**src/rtl/imm_ext_pkg.sv**
```systemverilog
// Shared types for the immediate-extension pipeline.
package imm_ext_pkg;

  localparam int TAG_W      = 4;
  localparam int DEF_DATA_W = 32;

  typedef enum logic [2:0] {
    ZERO   = 3'd0,
    SIGN   = 3'd1,
    BRANCH = 3'd2,
    SPLAT  = 3'd3,
    UPPER  = 3'd4
  } ext_mode_e;

  typedef struct packed {
    logic [DEF_DATA_W-1:0] ext;
    logic [TAG_W-1:0]      tag;
    logic                  illegal;
  } ext_entry_t;

endpackage

```
**src/rtl/imm_extend_pipe_if.sv**
```systemverilog
// Decode-side request and operand-select-side result bundle of the extension unit.
interface imm_extend_pipe_if #(
  parameter int IMM_W  = 20,
  parameter int DATA_W = 32,
  parameter int LANES  = 4
);
  import imm_ext_pkg::*;

  logic                    in_valid;
  logic                    in_ready;
  logic [2:0]              in_mode;
  logic [IMM_W-1:0]        in_imm;
  logic [TAG_W-1:0]        in_tag;
  logic                    out_valid;
  logic                    out_ready;
  logic [DATA_W-1:0]       out_ext;
  logic [LANES*DATA_W-1:0] out_vec;
  logic [TAG_W-1:0]        out_tag;
  logic                    out_illegal;
  logic [7:0]              illegal_cnt;

  modport master (
    output in_valid, in_mode, in_imm, in_tag, out_ready,
    input  in_ready, out_valid, out_ext, out_vec, out_tag, out_illegal, illegal_cnt
  );

  modport slave (
    input  in_valid, in_mode, in_imm, in_tag, out_ready,
    output in_ready, out_valid, out_ext, out_vec, out_tag, out_illegal, illegal_cnt
  );

endinterface

```
**src/rtl/imm_extend_pipe_fifo2.sv**
```systemverilog
// Two-entry FIFO; pushes while full and pops while empty are ignored.
module imm_ext_fifo2
  import imm_ext_pkg::*;
#(
  parameter type T = ext_entry_t
) (
  input  logic       clk,
  input  logic       rst_n,
  input  logic       i_push,
  input  T           i_data,
  input  logic       i_pop,
  output T           o_head,
  output logic [1:0] o_count,
  output logic       o_full,
  output logic       o_empty
);

  T           r_mem [2];
  logic       r_wr_ptr;
  logic       r_rd_ptr;
  logic [1:0] r_count;
  logic       w_push_ok;
  logic       w_pop_ok;

  assign o_full    = (r_count == 2'd2);
  assign o_empty   = (r_count == 2'd0);
  assign w_push_ok = i_push && !o_full;
  assign w_pop_ok  = i_pop && !o_empty;
  assign o_head    = r_mem[r_rd_ptr];
  assign o_count   = r_count;

  always_ff @(posedge clk) begin
    if (!rst_n) begin
      r_mem[0] <= '0;
      r_mem[1] <= '0;
      r_wr_ptr <= 1'b0;
      r_rd_ptr <= 1'b0;
      r_count  <= 2'd0;
    end else begin
      if (w_push_ok) begin
        r_mem[r_wr_ptr] <= i_data;
        r_wr_ptr        <= ~r_wr_ptr;
      end
      if (w_pop_ok) r_rd_ptr <= ~r_rd_ptr;
      case ({w_push_ok, w_pop_ok})
        2'b10:   r_count <= r_count + 2'd1;
        2'b01:   r_count <= r_count - 2'd1;
        default: r_count <= r_count;
      endcase
    end
  end

endmodule

```
**src/rtl/imm_extend_pipe.sv**
```systemverilog
// Immediate extension with lane broadcast, buffered behind a 2-entry result FIFO.
module imm_extend_pipe
  import imm_ext_pkg::*;
#(
  parameter int IMM_W    = 20,
  parameter int DATA_W   = 32,
  parameter int LANES    = 4,
  parameter int ELEM_W   = 8,
  parameter int BR_SHIFT = 2
) (
  input logic              clk,
  input logic              rst_n,
  imm_extend_pipe_if.slave bus
);

  typedef struct packed {
    logic [DATA_W-1:0] ext;
    logic [TAG_W-1:0]  tag;
    logic              illegal;
  } entry_t;

  logic signed [DATA_W-1:0] w_sx;
  logic [DATA_W-1:0]        w_ext;
  logic                     w_illegal;
  logic                     w_push;
  logic                     w_pop;
  entry_t                   w_new;
  entry_t                   w_head;
  logic [1:0]               w_count;
  logic                     w_full;
  logic                     w_empty;
  logic [7:0]               r_illegal_cnt;

  assign w_sx = DATA_W'($signed(bus.in_imm));

  always_comb begin
    w_ext     = '0;
    w_illegal = 1'b0;
    case (bus.in_mode)
      ZERO:    w_ext = DATA_W'(bus.in_imm[15:0]);
      SIGN:    w_ext = w_sx;
      BRANCH:  w_ext = w_sx << BR_SHIFT;
      SPLAT:   w_ext = {(DATA_W/ELEM_W){bus.in_imm[ELEM_W-1:0]}};
      UPPER:   w_ext = DATA_W'(bus.in_imm[15:0]) << (DATA_W-16);
      default: w_illegal = 1'b1;
    endcase
  end

  assign w_new = '{ext: w_ext, tag: bus.in_tag, illegal: w_illegal};

  // in_ready depends only on the registered fill level, never on out_ready
  assign bus.in_ready  = !w_full;
  assign bus.out_valid = (w_count != 2'd0);
  assign w_push        = bus.in_valid && bus.in_ready;
  assign w_pop         = bus.out_valid && bus.out_ready;

  imm_ext_fifo2 #(.T(entry_t)) u_fifo (
    .clk     (clk),
    .rst_n   (rst_n),
    .i_push  (w_push),
    .i_data  (w_new),
    .i_pop   (w_pop),
    .o_head  (w_head),
    .o_count (w_count),
    .o_full  (w_full),
    .o_empty (w_empty)
  );

  assign bus.out_ext     = w_empty ? '0 : w_head.ext;
  assign bus.out_tag     = w_empty ? '0 : w_head.tag;
  assign bus.out_illegal = w_empty ? 1'b0 : w_head.illegal;
  assign bus.out_vec     = {LANES{bus.out_ext}};
  assign bus.illegal_cnt = r_illegal_cnt;

  always_ff @(posedge clk) begin
    if (!rst_n) begin
      r_illegal_cnt <= 8'd0;
    end else if (w_push && w_illegal && (r_illegal_cnt != 8'hFF)) begin
      r_illegal_cnt <= r_illegal_cnt + 8'd1;
    end
  end

endmodule

```
**src/flat_wrapper.sv**
```systemverilog
// flat-port wrapper written by rule: the top's interface ports become plain ports
module imm_extend_pipe_flat import imm_ext_pkg::*;
#(
  parameter int IMM_W    = 20,
  parameter int DATA_W   = 32,
  parameter int LANES    = 4,
  parameter int ELEM_W   = 8,
  parameter int BR_SHIFT = 2
)
  (clk, rst_n, bus_in_valid, bus_in_mode, bus_in_imm, bus_in_tag, bus_out_ready, bus_in_ready, bus_out_valid, bus_out_ext, bus_out_vec, bus_out_tag, bus_out_illegal, bus_illegal_cnt);
  imm_extend_pipe_if #(.IMM_W(IMM_W), .DATA_W(DATA_W), .LANES(LANES)) bus_i ();
  input logic clk;
  input logic rst_n;
  input wire logic [$bits(bus_i.in_valid)-1:0] bus_in_valid;
  input wire logic [$bits(bus_i.in_mode)-1:0] bus_in_mode;
  input wire logic [$bits(bus_i.in_imm)-1:0] bus_in_imm;
  input wire logic [$bits(bus_i.in_tag)-1:0] bus_in_tag;
  input wire logic [$bits(bus_i.out_ready)-1:0] bus_out_ready;
  output wire logic [$bits(bus_i.in_ready)-1:0] bus_in_ready;
  output wire logic [$bits(bus_i.out_valid)-1:0] bus_out_valid;
  output wire logic [$bits(bus_i.out_ext)-1:0] bus_out_ext;
  output wire logic [$bits(bus_i.out_vec)-1:0] bus_out_vec;
  output wire logic [$bits(bus_i.out_tag)-1:0] bus_out_tag;
  output wire logic [$bits(bus_i.out_illegal)-1:0] bus_out_illegal;
  output wire logic [$bits(bus_i.illegal_cnt)-1:0] bus_illegal_cnt;
  assign bus_i.in_valid = bus_in_valid;
  assign bus_i.in_mode = bus_in_mode;
  assign bus_i.in_imm = bus_in_imm;
  assign bus_i.in_tag = bus_in_tag;
  assign bus_i.out_ready = bus_out_ready;
  assign bus_in_ready = bus_i.in_ready;
  assign bus_out_valid = bus_i.out_valid;
  assign bus_out_ext = bus_i.out_ext;
  assign bus_out_vec = bus_i.out_vec;
  assign bus_out_tag = bus_i.out_tag;
  assign bus_out_illegal = bus_i.out_illegal;
  assign bus_illegal_cnt = bus_i.illegal_cnt;
  imm_extend_pipe #(.IMM_W(IMM_W), .DATA_W(DATA_W), .LANES(LANES), .ELEM_W(ELEM_W), .BR_SHIFT(BR_SHIFT)) u_core (.clk(clk), .rst_n(rst_n), .bus(bus_i));
endmodule
```
**config.mk**
```make
export PLATFORM = sky130hd
export DESIGN_NAME = imm_extend_pipe_flat
export DESIGN_NICKNAME = d
export VERILOG_FILES = /design/src/rtl/imm_ext_pkg.sv /design/src/rtl/imm_extend_pipe_if.sv /design/src/rtl/imm_extend_pipe_fifo2.sv /design/src/rtl/imm_extend_pipe.sv /design/src/flat_wrapper.sv
export SDC_FILE = /design/constraint.sdc
export NUM_CORES = 1
export LEC_CHECK = 0
export CAP_MARGIN = 5
export CORE_ASPECT_RATIO = 0.75
export CORE_MARGIN = 3
export CORE_UTILIZATION = 45
export CTS_CLUSTER_DIAMETER = 50
export CTS_CLUSTER_SIZE = 25
export DETAILED_ROUTE_END_ITERATION = 12
export PLACE_DENSITY = 0.78
export SYNTH_ARGS = -nofsm -noshare
export SYNTH_HDL_FRONTEND = slang
export SYNTH_SLANG_ARGS = --single-unit
```
**constraint.sdc**
```tcl
create_clock -name clk -period 4.14 [get_ports clk]
set_input_delay 0.414 -clock clk [delete_from_list [all_inputs] [get_ports clk]]
set_output_delay 0.414 -clock clk [all_outputs]
set_load 0.01 [all_outputs]
```
==> flow_summary.json, run 1 <==
{
  "tightest_slew_ns": 0.996,
  "cts-root-buf": "clkbuf_16",
  "htree_levels": 3,
  "setup_slack_ns": 1.29,
  "synthesis.area_um2": 5490,
  "diodes": 0,
  "hold_viol": 0,
  "cts_resized": 0,
  "synth_area_per_cell_um2": 9.98,
  "grt_pass1_vias": 3759,
  "r2r_end": "u_core.u_fifo.o_count[1]",
  "syn2layout_area_growth_pct": 28.2,
  "fmax_mhz": 351,
  "initial_core_util": 0.467,
  "grt_pass1_wl_um": 19400,
  "die_w_um": 134,
  "cts_buffers": 9,
  "period_needed_ns": 2.85,
  "synth.distinct_cells": 41,
  "antenna_found_initial": 0,
  "cp_max_fo": 21,
  "cts_setup_buffers": 0,
  "grt_setup_unrepaired": "false",
  "port_buffers": 205,
  "gp_congestion": 0.826,
  "num_vias": 4008,
  "required_ns": 3.73,
  "clkTransAtPathRegs_ns": 0.06,
  "fin_area_um2": 7030,
  "hold_buffers": 0,
  "ant_nets": 0,
  "rows": 34,
  "drv_cap": 0,
  "cts.path.max_buffers": 2,
  "finalSetupViolCount": 0,
  "drv_slew": 0,
  "die_y_um": 102,
  "syn_nets": 583,
  "drtPass1Iterations": 5,
  "fin_nets": 649,
  "grt-ovfl-total": 0,
  "syn_inst": 550,
  "holdWs_ns": 0.489,
  "startpoint_type": "register",
  "critPathLaunch": "u_core.u_fifo.o_count[0]",
  "layout_common_cells": "clkdlybuf4s50_1, nor2_1, edfxtp_1",
  "ff2ff_path_depth": 6,
  "slew_headroom": 0.334,
  "clk_latency_ns": 0.34,
  "p_leak_uw": 0.00247,
  "dp_slack_ns": 1.18,
  "postRouteWirelength_um": 12700,
  "vdd_ir_drop_max_mv": 0.338,
  "fillers": 992,
  "cts.sinks": 87,
  "yosysSeqAreaShare": 0.452,
  "timing.rr.start": "u_core.u_fifo.o_count[0]",
  "layout_commonest_cell": "clkdlybuf4s50_1",
  "ys.warnings.count": 0,
  "hpwlAfterDp_um": 9330,
  "cp.arrival_ns": 2.44,
  "drt-initial-drc-count": 257,
  "hold_class": "register to register",
  "crit_path_end_kind": "output port",
  "grt_use_total": 0.181,
  "place_area_um2": 6720,
  "crit_end": "bus_out_ext[0]",
  "power_density_nw_per_um2": 571,
  "ios": 206,
  "fin_worst_skew_ns": 0.00707,
  "dieArea_um2": 13600,
  "period_share": 0.688,
  "coreArea_um2": 11700,
  "grt_max_degree": 39,
  "stdcell_count": 783,
  "drc": 0,
  "wl_per_cell_um": 16.3,
  "vias_per_cell": 5.12,
  "cts_tree": "done",
  "criticalPathCategory": "register to output port",
  "ys_ff_latch": 87,
  "finalSetupTns_ns": 0,
  "status": "completed",
  "place_inst": 767,
  "drive_gt1_frac": 0.0709,
  "reg2reg_slack_ns": 1.93
}
-- per-layer routing --
metal / global-route usage / routed length, um / share of wire
met1: 0.229 / 5160 / 0.40
met2: 0.316 / 6510 / 0.51
met3: 0.0497 / 986 / 0.077
met4: 0.0387 / 82 / 0.0064
met5: 0 / 0 / 0
-- synth_stat cells, drive strengths merged --
master / count / area, um2
o41ai: 3 / 26.3
nand2: 22 / 90.1
or2b: 1 / 11.3
nand4: 1 / 6.26
and3b: 1 / 8.76
o2111ai: 1 / 15.0
nor4: 3 / 25.0
inv: 8 / 30.0
a22oi: 11 / 82.6
a211oi: 7 / 52.6
o21ai: 7 / 35.0
and3: 1 / 6.26
or4: 3 / 22.5
edfxtp: 74 / 2220
a21o: 4 / 30.0
clkbuf: 14 / 52.6
xor2: 3 / 26.3
nor3: 2 / 10.0
or3b: 1 / 8.76
nand2b: 3 / 18.8
mux2: 11 / 124
xnor2: 1 / 8.76
nor2: 96 / 360
ha: 2 / 25.0
buf: 147 / 1070
dfxtp: 13 / 260
o31ai: 2 / 15.0
a22o: 5 / 43.8
nor2b: 27 / 169
a2bb2oi: 4 / 35.0
o311ai: 2 / 17.5
mux2i: 45 / 450
or3: 4 / 25.0
and2: 3 / 18.8
nand3: 2 / 10.0
a21oi: 16 / 80.1
-- worst max-delay path, stage by stage (launching register included) --
cell,delay (ns)
dfxtp_1,0.35
nor2_2,0.61
buf_4,0.38
nor2_1,0.20
clkdlybuf4s50_1,0.53
-- area by class of cell --
class	instances	area (um2)	share of cell area
flip-flops and latches	87	2480	0.353
well taps	162	203	0.0288
inverters	8	30.0	0.00427
clock buffers	13	270	0.0384
repair buffers	216	2130	0.303
multi-input cells	294	1870	0.266
clock inverters	3	41.3	0.00587
-- how the worst min path moves through the flow --
stage | from | to | slack (ns) | cells after the start
3_3_place_gp | u_core.bus.illegal_cnt[5] | u_core.bus.illegal_cnt[5] | 0.47 | 2
3_5_place_dp | u_core.bus.illegal_cnt[5] | u_core.bus.illegal_cnt[5] | 0.48 | 2
2_1_floorplan | u_core.u_fifo.o_count[1] | u_core.u_fifo.o_count[1] | 0.47 | 2
5_1_grt | u_core.bus.illegal_cnt[5] | u_core.bus.illegal_cnt[5] | 0.51 | 2
6_report | u_core.bus.illegal_cnt[5] | u_core.bus.illegal_cnt[5] | 0.49 | 2
4_1_cts | u_core.bus.illegal_cnt[5] | u_core.bus.illegal_cnt[5] | 0.49 | 2
-- power breakdown --
part           switching (uW)  leakage, uW  total, uW  internal [uW]
combinational             939      0.00143       2020           1090
sequential               76.4     0.000892       1170           1090
clock                     311     0.000150        826            515
-- stage by stage --
| stage | total power (uW) | utilization |
|---|---|---|
| after global placement | 3190 | 0.573 |
| after CTS | 4060 | 0.599 |
| final | 4020 | 0.599 |
| after global routing | 4220 | 0.599 |
| after detailed placement | 3230 | 0.573 |
| after floorplan | 2550 | - |
-- cell families (layout without fill, tap and decap cells) --
group	Yosys count	in the layout	synth area share
AOI/OAI and AO/OA	62	62	0.0789
DFF	87	87	0.452
buffers and inverters	169	240	0.209
and+or+nand+nor	170	170	0.144
xor gates and xnor gates	4	4	0.00638
muxes	56	56	0.105
adders and majority gates	2	2	0.00456
-- sequential cells by signal (all words and copies together) (netlist names), named ones only --
name and flops:
u_core.u_fifo.o_count 2, u_core.u_fifo.r_mem 74, u_core.u_fifo.r_wr_ptr 1, u_core.u_fifo.r_rd_ptr 1, u_core.bus.illegal_cnt 8
(Power assumes the default switching activity.)
==> inputs of run 2 (changes only) <==
- clock period: 4.14 -> 2.9 ns (I/O delays scaled with it)
==> run 2 against run 1 <==
Effect of this change: combinational power up 47%; critical endpoint is now u_core.u_fifo.r_mem[0][23]; utilization up 0.34 points; sequential share of layout area down 0.20 points; worst hold slack better by 0.0072 ns; sequential cell count unchanged; die area unchanged; largest cell class unchanged; register-to-register slack worse by 0.91 ns; sequential power up 38%; power up 45%; critical path depth up 1.
==> flow_summary.json, run 2 (same netlist as run 1, synthesis figures left out) <==
{
  "drive_gt1_frac": 0.0753,
  "finalSetupTns_ns": 0,
  "syn2layout_area_growth_pct": 28.9,
  "dp_slack_ns": 0.259,
  "antenna_found_initial": 0,
  "vdd_ir_drop_max_mv": 0.554,
  "cts.path.max_buffers": 2,
  "fin_worst_skew_ns": 0.00840,
  "cts-root-buf": "clkbuf_16",
  "setup_slack_ns": 0.523,
  "layout_common_cells": "clkdlybuf4s50_1, nor2_1, edfxtp_1",
  "required_ns": 3.08,
  "drc": 0,
  "htree_levels": 3,
  "grt-ovfl-total": 0,
  "die_y_um": 102,
  "num_vias": 3968,
  "crit_path_end_kind": "register",
  "grt_use_total": 0.183,
  "period_share": 0.820,
  "clk_latency_ns": 0.34,
  "clkTransAtPathRegs_ns": 0.06,
  "hold_viol": 0,
  "critPathSlowestCell": "nor3_1",
  "postRouteWirelength_um": 12800,
  "hpwlAfterDp_um": 9190,
  "period_needed_ns": 2.38,
  "final_core_util": 0.603,
  "ant_nets": 0,
  "cpPeakStageDelay_ns": 0.90,
  "vias_per_cell": 5.05,
  "wl_per_cell_um": 16.3,
  "grt_pass1_vias": 3819,
  "cts.sinks": 87,
  "die_w_um": 134,
  "ios": 206,
  "cts_buffers": 9,
  "drtPass1Iterations": 5,
  "place_area_um2": 6760,
  "tightest_slew_ns": 0.874,
  "diodes": 0,
  "startpoint_type": "input port",
  "cts_resized": 0,
  "fin_nets": 652,
  "hold_class": "register to register",
  "gp_congestion": 0.831,
  "path_cells": "clkdlybuf4s50_1 -> nor3_1 -> buf_4 -> a22oi_1 -> nor2_1",
  "layout_commonest_cell": "clkdlybuf4s50_1",
  "dieArea_um2": 13600,
  "coreArea_um2": 11700,
  "initial_core_util": 0.467,
  "port_buffers": 205,
  "grt_max_degree": 38,
  "fin_area_um2": 7070,
  "status": "completed",
  "grt_setup_unrepaired": "false",
  "finalSetupViolCount": 0,
  "power_density_nw_per_um2": 820,
  "fmax_mhz": 421,
  "fillers": 991,
  "p_leak_uw": 0.00250,
  "top_register": "u_core.u_fifo.r_mem",
  "cts_tree": "done",
  "slew_headroom": 0.413,
  "rows": 34,
  "drt-initial-drc-count": 172,
  "cp.arrival_ns": 2.56,
  "drv_slew": 0,
  "hold_buffers": 0,
  "largest_reg_flops": 74,
  "grt_pass1_wl_um": 19800,
  "drv_cap": 0,
  "criticalPathCategory": "input port to register",
  "cts_setup_buffers": 0,
  "cp_max_fo": 19
}
run 2: final cells by class:
cell class	instances	area (um2)	share of cell area
Inverter	8	30.0	0.00424
Sequential cell	87	2480	0.351
Clock buffer	12	246	0.0348
Tap cell	162	203	0.0287
Timing Repair Buffer	219	2170	0.307
Clock inverter	4	70.1	0.00990
Multi-Input combinational cell	294	1870	0.265
run 2: path summary, 6_finish.rpt:
path	startpoint	to	slack, ns	cells past startpoint
max	bus_in_mode[1]	u_core.u_fifo.r_mem[0][23]	0.52	5
max reg2reg	u_core.u_fifo.o_count[0]	u_core.u_fifo.o_count[1]	1.02	7
min reg2reg	u_core.bus.illegal_cnt[5]	u_core.bus.illegal_cnt[5]	0.50	2
min	u_core.bus.illegal_cnt[5]	u_core.bus.illegal_cnt[5]	0.50	2
run 2: stage by stage:
stage	hold WS [ns]	std cells	power [uW]
after global placement	0.473	770	4580
after floorplan	0.467	550	3640
final	0.496	786	5800
after global routing	0.519	786	6090
after detailed placement	0.492	770	4640
after CTS	0.503	786	5870
run 2: worst max-delay path: cells and delay by family:
kind / cells / cell delay, ns
AOI/OAI and AO/OA: 1 / 0.11
buffers and inverters: 2 / 1.11
and+or+nand+nor: 2 / 1.04
run 2: metal layers:
metal | track usage | routed length (um) | up-vias
met2 | 0.323 | 6390 | 173
met1 | 0.225 | 5310 | 1876
met5 | 0 | 0 | -
li1 | - | - | 1902
met3 | 0.0521 | 981 | 17
met4 | 0.0458 | 131 | 0
run 2: power by group:
| group | internal, uW | leakage [uW] | switching [uW] |
|---|---|---|---|
| clock network | 776 | 0.000157 | 450 |
| logic | 1570 | 0.00145 | 1380 |
| registers | 1560 | 0.000892 | 64.2 |
| total | 3910 | 0.00250 | 1900 |
